`src/rtl/regfile_write_port.sv`:
```
// rtl/regfile_write_port.sv - write-side front end: clear sweep, writeback FIFO, forwarding
module regfile_write_port #(
  parameter int AW    = 5,
  parameter int DW    = 8,
  parameter int DEPTH = 4
) (
  input  logic                         clk,
  input  logic                         reset,
  input  logic                         in_valid,
  output logic                         in_ready,
  input  logic [AW-1:0]                in_addr,
  input  logic [DW-1:0]                in_data,
  input  logic                         wr_stall,
  output logic                         wr_en,
  output logic [AW-1:0]                wr_addr,
  output logic [DW-1:0]                wr_data,
  input  logic [AW-1:0]                rA,
  input  logic [AW-1:0]                rB,
  output logic                         fwd_a_hit,
  output logic [DW-1:0]                fwd_a_data,
  output logic                         fwd_b_hit,
  output logic [DW-1:0]                fwd_b_data,
  output logic                         init_done,
  output logic [$clog2(DEPTH):0]       pending
);

  localparam int PW = $clog2(DEPTH);
  localparam int CW = PW + 1;
  localparam logic [CW-1:0] FULL_COUNT = CW'(DEPTH);

  typedef enum logic {
    ST_INIT = 1'b0,
    ST_RUN  = 1'b1
  } state_t;

  state_t state;
  state_t state_next;

  logic [AW-1:0] clr_cnt;
  logic          clr_last;

  logic [AW-1:0] mem_addr [DEPTH];
  logic [DW-1:0] mem_data [DEPTH];
  logic [PW-1:0] rd_ptr;
  logic [PW-1:0] wr_ptr;
  logic [CW-1:0] count;

  logic          running;
  logic          fifo_empty;
  logic          fifo_full;
  logic          push;
  logic          pop;
  logic [AW-1:0] head_addr;
  logic [DW-1:0] head_data;

  // The clear sweep ends on the edge that writes the last register address.
  assign clr_last   = &clr_cnt;
  assign running    = (state == ST_RUN) && !reset;
  assign fifo_empty = (count == '0);
  assign fifo_full  = (count == FULL_COUNT);

  // Head presented to the write port reads as zero when nothing is queued.
  assign head_addr  = fifo_empty ? '0 : mem_addr[rd_ptr];
  assign head_data  = fifo_empty ? '0 : mem_data[rd_ptr];

  // No push-through when full: in_ready depends only on the registered count.
  assign push = running && in_valid && !fifo_full;
  assign pop  = running && !fifo_empty && !wr_stall;

  // State register; reset always restarts the clear sweep.
  always_ff @(posedge clk) begin
    if (reset) begin
      state <= ST_INIT;
    end else begin
      state <= state_next;
    end
  end

  // Next state and write-port / handshake outputs, reset forces everything idle.
  always_comb begin
    state_next = state;
    wr_en      = 1'b0;
    wr_addr    = '0;
    wr_data    = '0;
    in_ready   = 1'b0;
    init_done  = 1'b0;
    pending    = '0;
    if (!reset) begin
      case (state)
        ST_INIT: begin
          wr_en   = 1'b1;
          wr_addr = clr_cnt;
          wr_data = '0;
          if (clr_last) begin
            state_next = ST_RUN;
          end
        end
        ST_RUN: begin
          init_done = 1'b1;
          in_ready  = !fifo_full;
          wr_en     = pop;
          wr_addr   = head_addr;
          wr_data   = head_data;
          pending   = count;
        end
        default: begin
          state_next = ST_INIT;
        end
      endcase
    end
  end

  // Clear-sweep address counter; only advances while in INIT.
  always_ff @(posedge clk) begin
    if (reset) begin
      clr_cnt <= '0;
    end else if (state == ST_INIT) begin
      clr_cnt <= clr_cnt + 1'b1;
    end
  end

  // FIFO storage: entries are written at the write pointer on accept.
  always_ff @(posedge clk) begin
    if (push) begin
      mem_addr[wr_ptr] <= in_addr;
      mem_data[wr_ptr] <= in_data;
    end
  end

  // FIFO pointers and occupancy; reset discards any queued writes.
  always_ff @(posedge clk) begin
    if (reset) begin
      rd_ptr <= '0;
      wr_ptr <= '0;
      count  <= '0;
    end else begin
      if (push) begin
        wr_ptr <= wr_ptr + 1'b1;
      end
      if (pop) begin
        rd_ptr <= rd_ptr + 1'b1;
      end
      case ({push, pop})
        2'b10:   count <= count + 1'b1;
        2'b01:   count <= count - 1'b1;
        default: count <= count;
      endcase
    end
  end

  // Forwarding search walks oldest to youngest so the youngest match wins;
  // the head being written this cycle is still a valid source.
  always_comb begin
    logic [PW-1:0] idx;
    fwd_a_hit  = 1'b0;
    fwd_a_data = '0;
    fwd_b_hit  = 1'b0;
    fwd_b_data = '0;
    idx        = '0;
    if (running) begin
      for (int i = 0; i < DEPTH; i++) begin
        idx = rd_ptr + PW'(i);
        if (CW'(i) < count) begin
          if (mem_addr[idx] == rA) begin
            fwd_a_hit  = 1'b1;
            fwd_a_data = mem_data[idx];
          end
          if (mem_addr[idx] == rB) begin
            fwd_b_hit  = 1'b1;
            fwd_b_data = mem_data[idx];
          end
        end
      end
    end
  end

endmodule

```
`config.mk`:
```
export PLATFORM = sky130hd
export DESIGN_NAME = regfile_write_port
export DESIGN_NICKNAME = d
export VERILOG_FILES = /design/src/rtl/regfile_write_port.sv
export SDC_FILE = /design/constraint.sdc
export NUM_CORES = 1
export LEC_CHECK = 0
export CORE_UTILIZATION = 50
export CTS_CLUSTER_DIAMETER = 60
export DETAILED_ROUTE_END_ITERATION = 8
export GPL_TIMING_DRIVEN = 0
export PLACE_DENSITY_LB_ADDON = 0.12
export SLEW_MARGIN = 20
export SYNTH_ARGS = -nofsm -noshare
export SYNTH_HDL_FRONTEND = slang
export SYNTH_SLANG_ARGS = --single-unit
```
`constraint.sdc`:
```
create_clock -name clk -period 3.4 [get_ports clk]
set_input_delay 0.34 -clock clk [delete_from_list [all_inputs] [get_ports clk]]
set_output_delay 0.34 -clock clk [all_outputs]
set_load 0.005 [all_outputs]
```
Yosys cells after proc, flatten, opt, wreduce, memory -nomap -nowiden

Memories as Yosys holds them, arrays and structs flattened. A register that Yosys moved wholly into a read port is not among the register bits.
Cells that the tools add are included.

Flip-flop bits (word level): 13
Memory bits (writable): 52
Logic and storage cells: 101
Memories kept: 2

Memory list:

| name     | words | width | rd ports | clocked after Yosys merged registers in | wr ports | line | source |
|---|---|---|---|---|---|---|---|
| mem_data | 4     | 8     | 4        | 1                                       | 1        | 43   | `logic [DW-1:0] mem_data [DEPTH];` |
| mem_addr | 4     | 5     | 4        | 1                                       | 1        | 42   | `logic [AW-1:0] mem_addr [DEPTH];` |

Add/sub/neg operators: 7
Magnitude comparators: 4
Equality and inequality tests: 11
Muxes and demuxes: 59
Bitwise gates (word level): 1
Reduce and logical (&&, ||, !) cells: 12

Operator list:

| operator                                           | number |
|---|---|
| 2-to-1 mux 8 bit                                   | 20 |
| == test 5 bit                                      | 8 |
| 2-to-1 mux 1 bit                                   | 27 |
| case mux 8 bit (2 select lines)                    | 1 |
| 2-to-1 mux 5 bit                                   | 2 |
| case mux 5 bit (2 select lines)                    | 1 |
| 2-to-1 mux 2 bit                                   | 4 |
| < comparator 1 x 3 -> 1 bit (first input constant) | 2 |
| < comparator 2 x 3 -> 1 bit (first input constant) | 2 |
| 2-to-1 mux 3 bit                                   | 2 |
| case mux 3 bit (2 select lines)                    | 1 |
| adder 5 x 1 -> 5 bit (second input constant)       | 1 |
| logical AND 1 bit                                  | 5 |
| AND reduction 5 bit                                | 1 |
| adder 2 x 1 -> 2 bit (second input constant)       | 2 |
| adder 2 bit (second input constant)                | 2 |
| logical NOT 1 bit                                  | 4 |
| adder 3 x 1 -> 3 bit (second input constant)       | 1 |
| == test 3 bit (second input constant)              | 1 |
| logical NOT 3 bit                                  | 1 |
| subtractor 3 x 1 -> 3 bit (second input constant)  | 1 |
| == test 2 x 1 -> 1 bit (second input constant)     | 1 |
| == test 2 bit (second input constant)              | 1 |
| case mux 1 bit (2 select lines)                    | 1 |
| other kinds (2)                                    | 2 |

Logic depth before layout (Yosys ltp)

Word-level depth: 10
Gate-level depth with buffers: 10
Gate-level depth less buffers: 8

Worst setup path after synthesis

No wires, ideal clock.

Path kind: reg2out
Start: register rd_ptr[0]
End: output port fwd_a_data[0]
Arrival time: 2,254 ps
Slack: 806 ps
Stages on the path, launching flop included: 8
Buffers on the path: 1
Cell sequence: dfxtp_1 buf_6 mux4_1 xnor2_1 and4_1 a311oi_4 a221oi_1 o32ai_1

Longest elaborated chain between the ends: 10
Elaborated cells on any way between the ends: 15
Those cells by class: 3 x add/sub; 3 x eq/ne; 7 x mux; 2 x memory

RTL lines:

| element                  | line | source |
|---|---|---|
| start: declaration       | 44   | `logic [PW-1:0] rd_ptr;` |
| start signal: assignment | 141  | `rd_ptr <= rd_ptr + 1'b1;` |
| adder 2 x 1 -> 2 bit     | 162  | `idx = rd_ptr + PW'(i);` |
| memory read (4 x 5 bit)  | -    |  |
| == test 5 bit            | 164  | `if (mem_addr[idx] == rA) begin` |
| 2-to-1 mux 8 bit         | 164  |  |
| 2-to-1 mux 8 bit         | 163  | `if (CW'(i) < count) begin` |
| 2-to-1 mux 8 bit         | 164  |  |
| 2-to-1 mux 8 bit         | 163  |  |
| 2-to-1 mux 8 bit         | 164  |  |
| 2-to-1 mux 8 bit (*)     | 163  |  |
| 2-to-1 mux 8 bit (*)     | 160  | `if (running) begin` |
| end: declaration         | 20   | `output logic [DW-1:0] fwd_a_data,` |

Every way passes the cells marked *; elsewhere a longest branch is shown, timed or not.

Final worst setup path

Start: register rd_ptr[0]
End: output port fwd_b_data[6]

Longest elaborated chain between the ends: 10
Elaborated cells on any way between the ends: 15
Those cells by class: 3 x add/sub; 3 x eq/ne; 7 x mux; 2 x memory

RTL lines:

| element                 | line | source |
|---|---|---|
| adder 2 x 1 -> 2 bit    | 162  |  |
| memory read (4 x 5 bit) | -    |  |
| == test 5 bit           | 168  | `if (mem_addr[idx] == rB) begin` |
| 2-to-1 mux 8 bit        | 168  |  |
| 2-to-1 mux 8 bit        | 163  |  |
| 2-to-1 mux 8 bit        | 168  |  |
| 2-to-1 mux 8 bit        | 163  |  |
| 2-to-1 mux 8 bit        | 168  |  |
| 2-to-1 mux 8 bit (*)    | 163  |  |
| 2-to-1 mux 8 bit (*)    | 160  |  |
| end: declaration        | 22   | `output logic [DW-1:0] fwd_b_data,` |

Marks and branches as above.

==> results.cfg <==
[layout]
mostFrequentLayoutCell = sky130_fd_sc_hd__edfxtp_1
final_core_utilization = 0.6555
multi_input_area_um2 = 3113
finalNetCount = 547
final_cell_mix = sky130_fd_sc_hd__edfxtp_1 (52), sky130_fd_sc_hd__clkdlybuf4s50_1 (45), sky130_fd_sc_hd__mux2i_1 (38), sky130_fd_sc_hd__buf_4 (26), sky130_fd_sc_hd__mux4_2 (24)
final-seq-area_um2 = 1871
fraction_of_final_layout_cells_with_drive_strength_greater_than_1 = 0.2451
area_delta_synth_final_pct = 26.73
layout.cells.non_filler = 647
filler_cell_count = 797
num_antenna_cells = 0

[placed_design]
io_buffers = 60
global_placement_routability_congestion = 0.9227
dp_hpwl_um = 10020
dp.cells = 607

[global_route]
first_global_vias = 3955
antenna_found_initial = 0
gr-total-overflow = 0
maximum_number_of_pins_on_one_net_before_global_route_repair = 14
grt_pass1_wl_um = 21820
grt_usage = 0.2862

[logic_synthesis]
yosys_warnings = 0
postSynthAreaPerCell_um2 = 12.21
netlist_instances = 414
synthDistinctLibCells = 56
postSynthNetCount = 452
synthFlopType = sky130_fd_sc_hd__edfxtp_1
synth_edf_count = 52
synth-seq-area-share = 0.3682
register_bit_count_reported_by_yosys = 67
ys_async_sr_fraction = 0
netlist_area_pre_place_um2 = 5056

[worst_setup_path]
timing.rr.end = mem_addr[2][2]
worst_path_dominant_cell_family = buffers and inverters
path_common_cell = sky130_fd_sc_hd__buf_12
critPathBufInv = 4
slowest_stage = sky130_fd_sc_hd__mux4_2
regToRegSetupSlack_ns = 0.75
setup.worst_path.end = fwd_b_data[6]
startpoint_type = register
critPathCaptureType = output port
critPathMaxFanout = 7
timing_worst_setup_path_type = register to output port
crit_start = rd_ptr[0]
worstPathRequired_ns = 3.06
rr_worst_depth = 5
crit_cells = 10
cp_slowest_stage_delay_ns = 0.56
critical_path.reg2reg.startpoint = state
path_cells = buf_12 -> buf_12 -> mux4_2 -> xnor2_2 -> nand4_1 -> nor2_4 -> buf_4 -> a221oi_1 -> o32ai_2 -> clkdlybuf4s50_1
timing.critical_path.arrival_ns = 3.21

[sta]
worst_clock_skew_ns = 0.01072
grt_setup_unrepaired = true
slew_worst_pin_ns = 0.9525
setup_viol = 3
post_route_fraction_of_the_period_consumed_by_the_critical_path = 1.044
post-route-worst-setup-slack_ns = -0.1485
period_needed_ns = 3.548
slew_limit_headroom = 0.3650
final_hold_viol_count = 0
max_clock_freq_ghz = 0.2818
timing.final.max_slew_violations = 0

[detailed_routing]
route.detailed.drc = 0
ant_nets = 0
drt_pre_antenna_iters = 5
m1WireLength_um = 6325
drtIter0Drc = 254
met2WireLength_um = 6923
routed_via_density = 6.337
highest_layer = met4
dr_wl_met3_um = 974
vias = 4100
wl_um = 14620
post_drt_wl_per_cell_um = 22.60

[cts]
cts_htree_levels = 3
cts_buffers = 9
cts_tree = done
max-clock-path-buffers = 2
numClockSinks = 67
clk_root_buffer_cell = sky130_fd_sc_hd__clkbuf_8
worst_setup_hold_path_clk_slew_ns = 0.07
insertion_delay_ns = 0.35

[power_and_ir_drop]
total_leakage_power_nw = 2.185
vdd_drop_max_mv = 0.2367
pwr_dens_nw_per_um2 = 269.2

[min_path]
hold_path.class = register to register
worst_hold_startpoint = wr_ptr[1]
min_delay_path_depth = 2

[die]
die_h_um = 102.6
boundaryPins = 64
fp.dieArea_um2 = 10520
core_rows = 36
chipWidth_um = 102.6
core_region_area_um2 = 9774
start_util = 0.5173

[status]
run_status = finished with violations
violations = negative setup slack

[run]
max_cap_violations = 0
-- worst reg2reg max path, stage by stage (launching register included) --
cell and delay [ns]:
sky130_fd_sc_hd__dfxtp_1 0.31, sky130_fd_sc_hd__clkbuf_1 0.32, sky130_fd_sc_hd__nand2b_1 0.09, sky130_fd_sc_hd__clkbuf_1 0.21, sky130_fd_sc_hd__a21oi_1 0.46, sky130_fd_sc_hd__and3_1 0.87
-- report_power, final --
| group | switching (W) | total, W | internal (W) |
|---|---|---|---|
| logic | 0.0000550 | 0.000112 | 0.0000566 |
| clock network | 0.000322 | 0.000729 | 0.000407 |
| registers | 0.00000339 | 0.000884 | 0.000881 |
-- metrics by stage --
stage | instance area, µm² | hold WS, ns | TNS (ns) | power (W) | worst slack (ns)
floorplan | 5056 | 0.4091 | 0 | 0.0009505 | 0.8059
global placement | 5823 | 0.4827 | -5.505 | 0.001004 | -0.4044
detailed placement | 5823 | 0.4931 | -6.061 | 0.001007 | -0.4535
CTS | 6188 | 0.5031 | -1.877 | 0.001725 | -0.2601
global route | 6407 | 0.5560 | -1.041 | 0.001779 | -0.2921
finish | 6407 | 0.5015 | -0.4107 | 0.001725 | -0.1485
-- final cells by class --
cell class,count,share of cell area
Clock buffer,10,0.01992
Sequential cell,67,0.2919
Buffer,27,0.03632
Multi-Input combinational cell,312,0.4858
Clock inverter,6,0.01250
Tap cell,133,0.02597
Inverter,7,0.004101
Timing Repair Buffer,85,0.1234
-- flip-flops by register name, summed over array words and instances, names as in the netlist, named ones only --
name,count
mem_data,32
mem_addr,20
wr_ptr,2
clr_cnt,5
rd_ptr,2
state,1
count,3
-- routing by layer --
| layer | vias to the layer above | GRT usage |
|---|---|---|
| li1 | 1835 | - |
| met1 | 2037 | 0.3885 |
| met2 | 189 | 0.4615 |
| met3 | 39 | 0.05424 |
| met4 | 0 | 0.1000 |
| met5 | - | 0 |
-- how the worst min path moves through the flow --
stage,end,slack [ns]
after detailed placement,wr_ptr[1],0.49
final,wr_ptr[1],0.50
after CTS,wr_ptr[1],0.50
after global routing,wr_ptr[1],0.56
after global placement,wr_ptr[1],0.48
after floorplan,count[2],0.41
-- timing repair --
action                     4_1_cts  5_1_grt
gates cloned                     0        1
setup buffers                    7       17
pin swaps                       13       22
setup endpoints to repair       18       18
resized for setup               41       58
hold buffers                     0        0
-- cell families (layout without fill, tap and decap cells) --
group                    after synthesis  in the layout  share of synthesized area
AO/OA/AOI/OAI                         85             85                     0.1307
XOR/XNOR                              47             47                    0.08290
adder cells (fa/ha/maj)               11             11                    0.02722
buffers and inverters                 35            135                    0.04033
flip-flops                            67             67                     0.3682
multiplexers                          73             73                     0.2420
AND/OR/NAND/NOR                       96             96                     0.1086
-- synth_stat cells, drive strengths merged, types with 3 or more instances --
library cell  count  area [µm²]
clkbuf           11       41.29
and2             10       62.56
nand4             3       31.28
buf              17       136.4
xor2             19       166.4
a21oi             6       30.03
nand3             5       30.03
mux2i            39       390.4
or2               3       18.77
a211oi           15       125.1
and2b             5       37.54
nor4              3       46.29
a22o              5       43.79
xnor2            28       252.8
ha               11       137.6
o32ai            15       138.9
and3              6       37.54
o21ai            18       90.09
nor2b            10       62.56
mux4             34       833.3
nand2            19       71.32
edfxtp           52        1562
nor2             25       98.84
a221oi           15       131.4
inv               6       22.52
dfxtp            15       300.3
No activity file was read; power rests on OpenSTA's default activity.
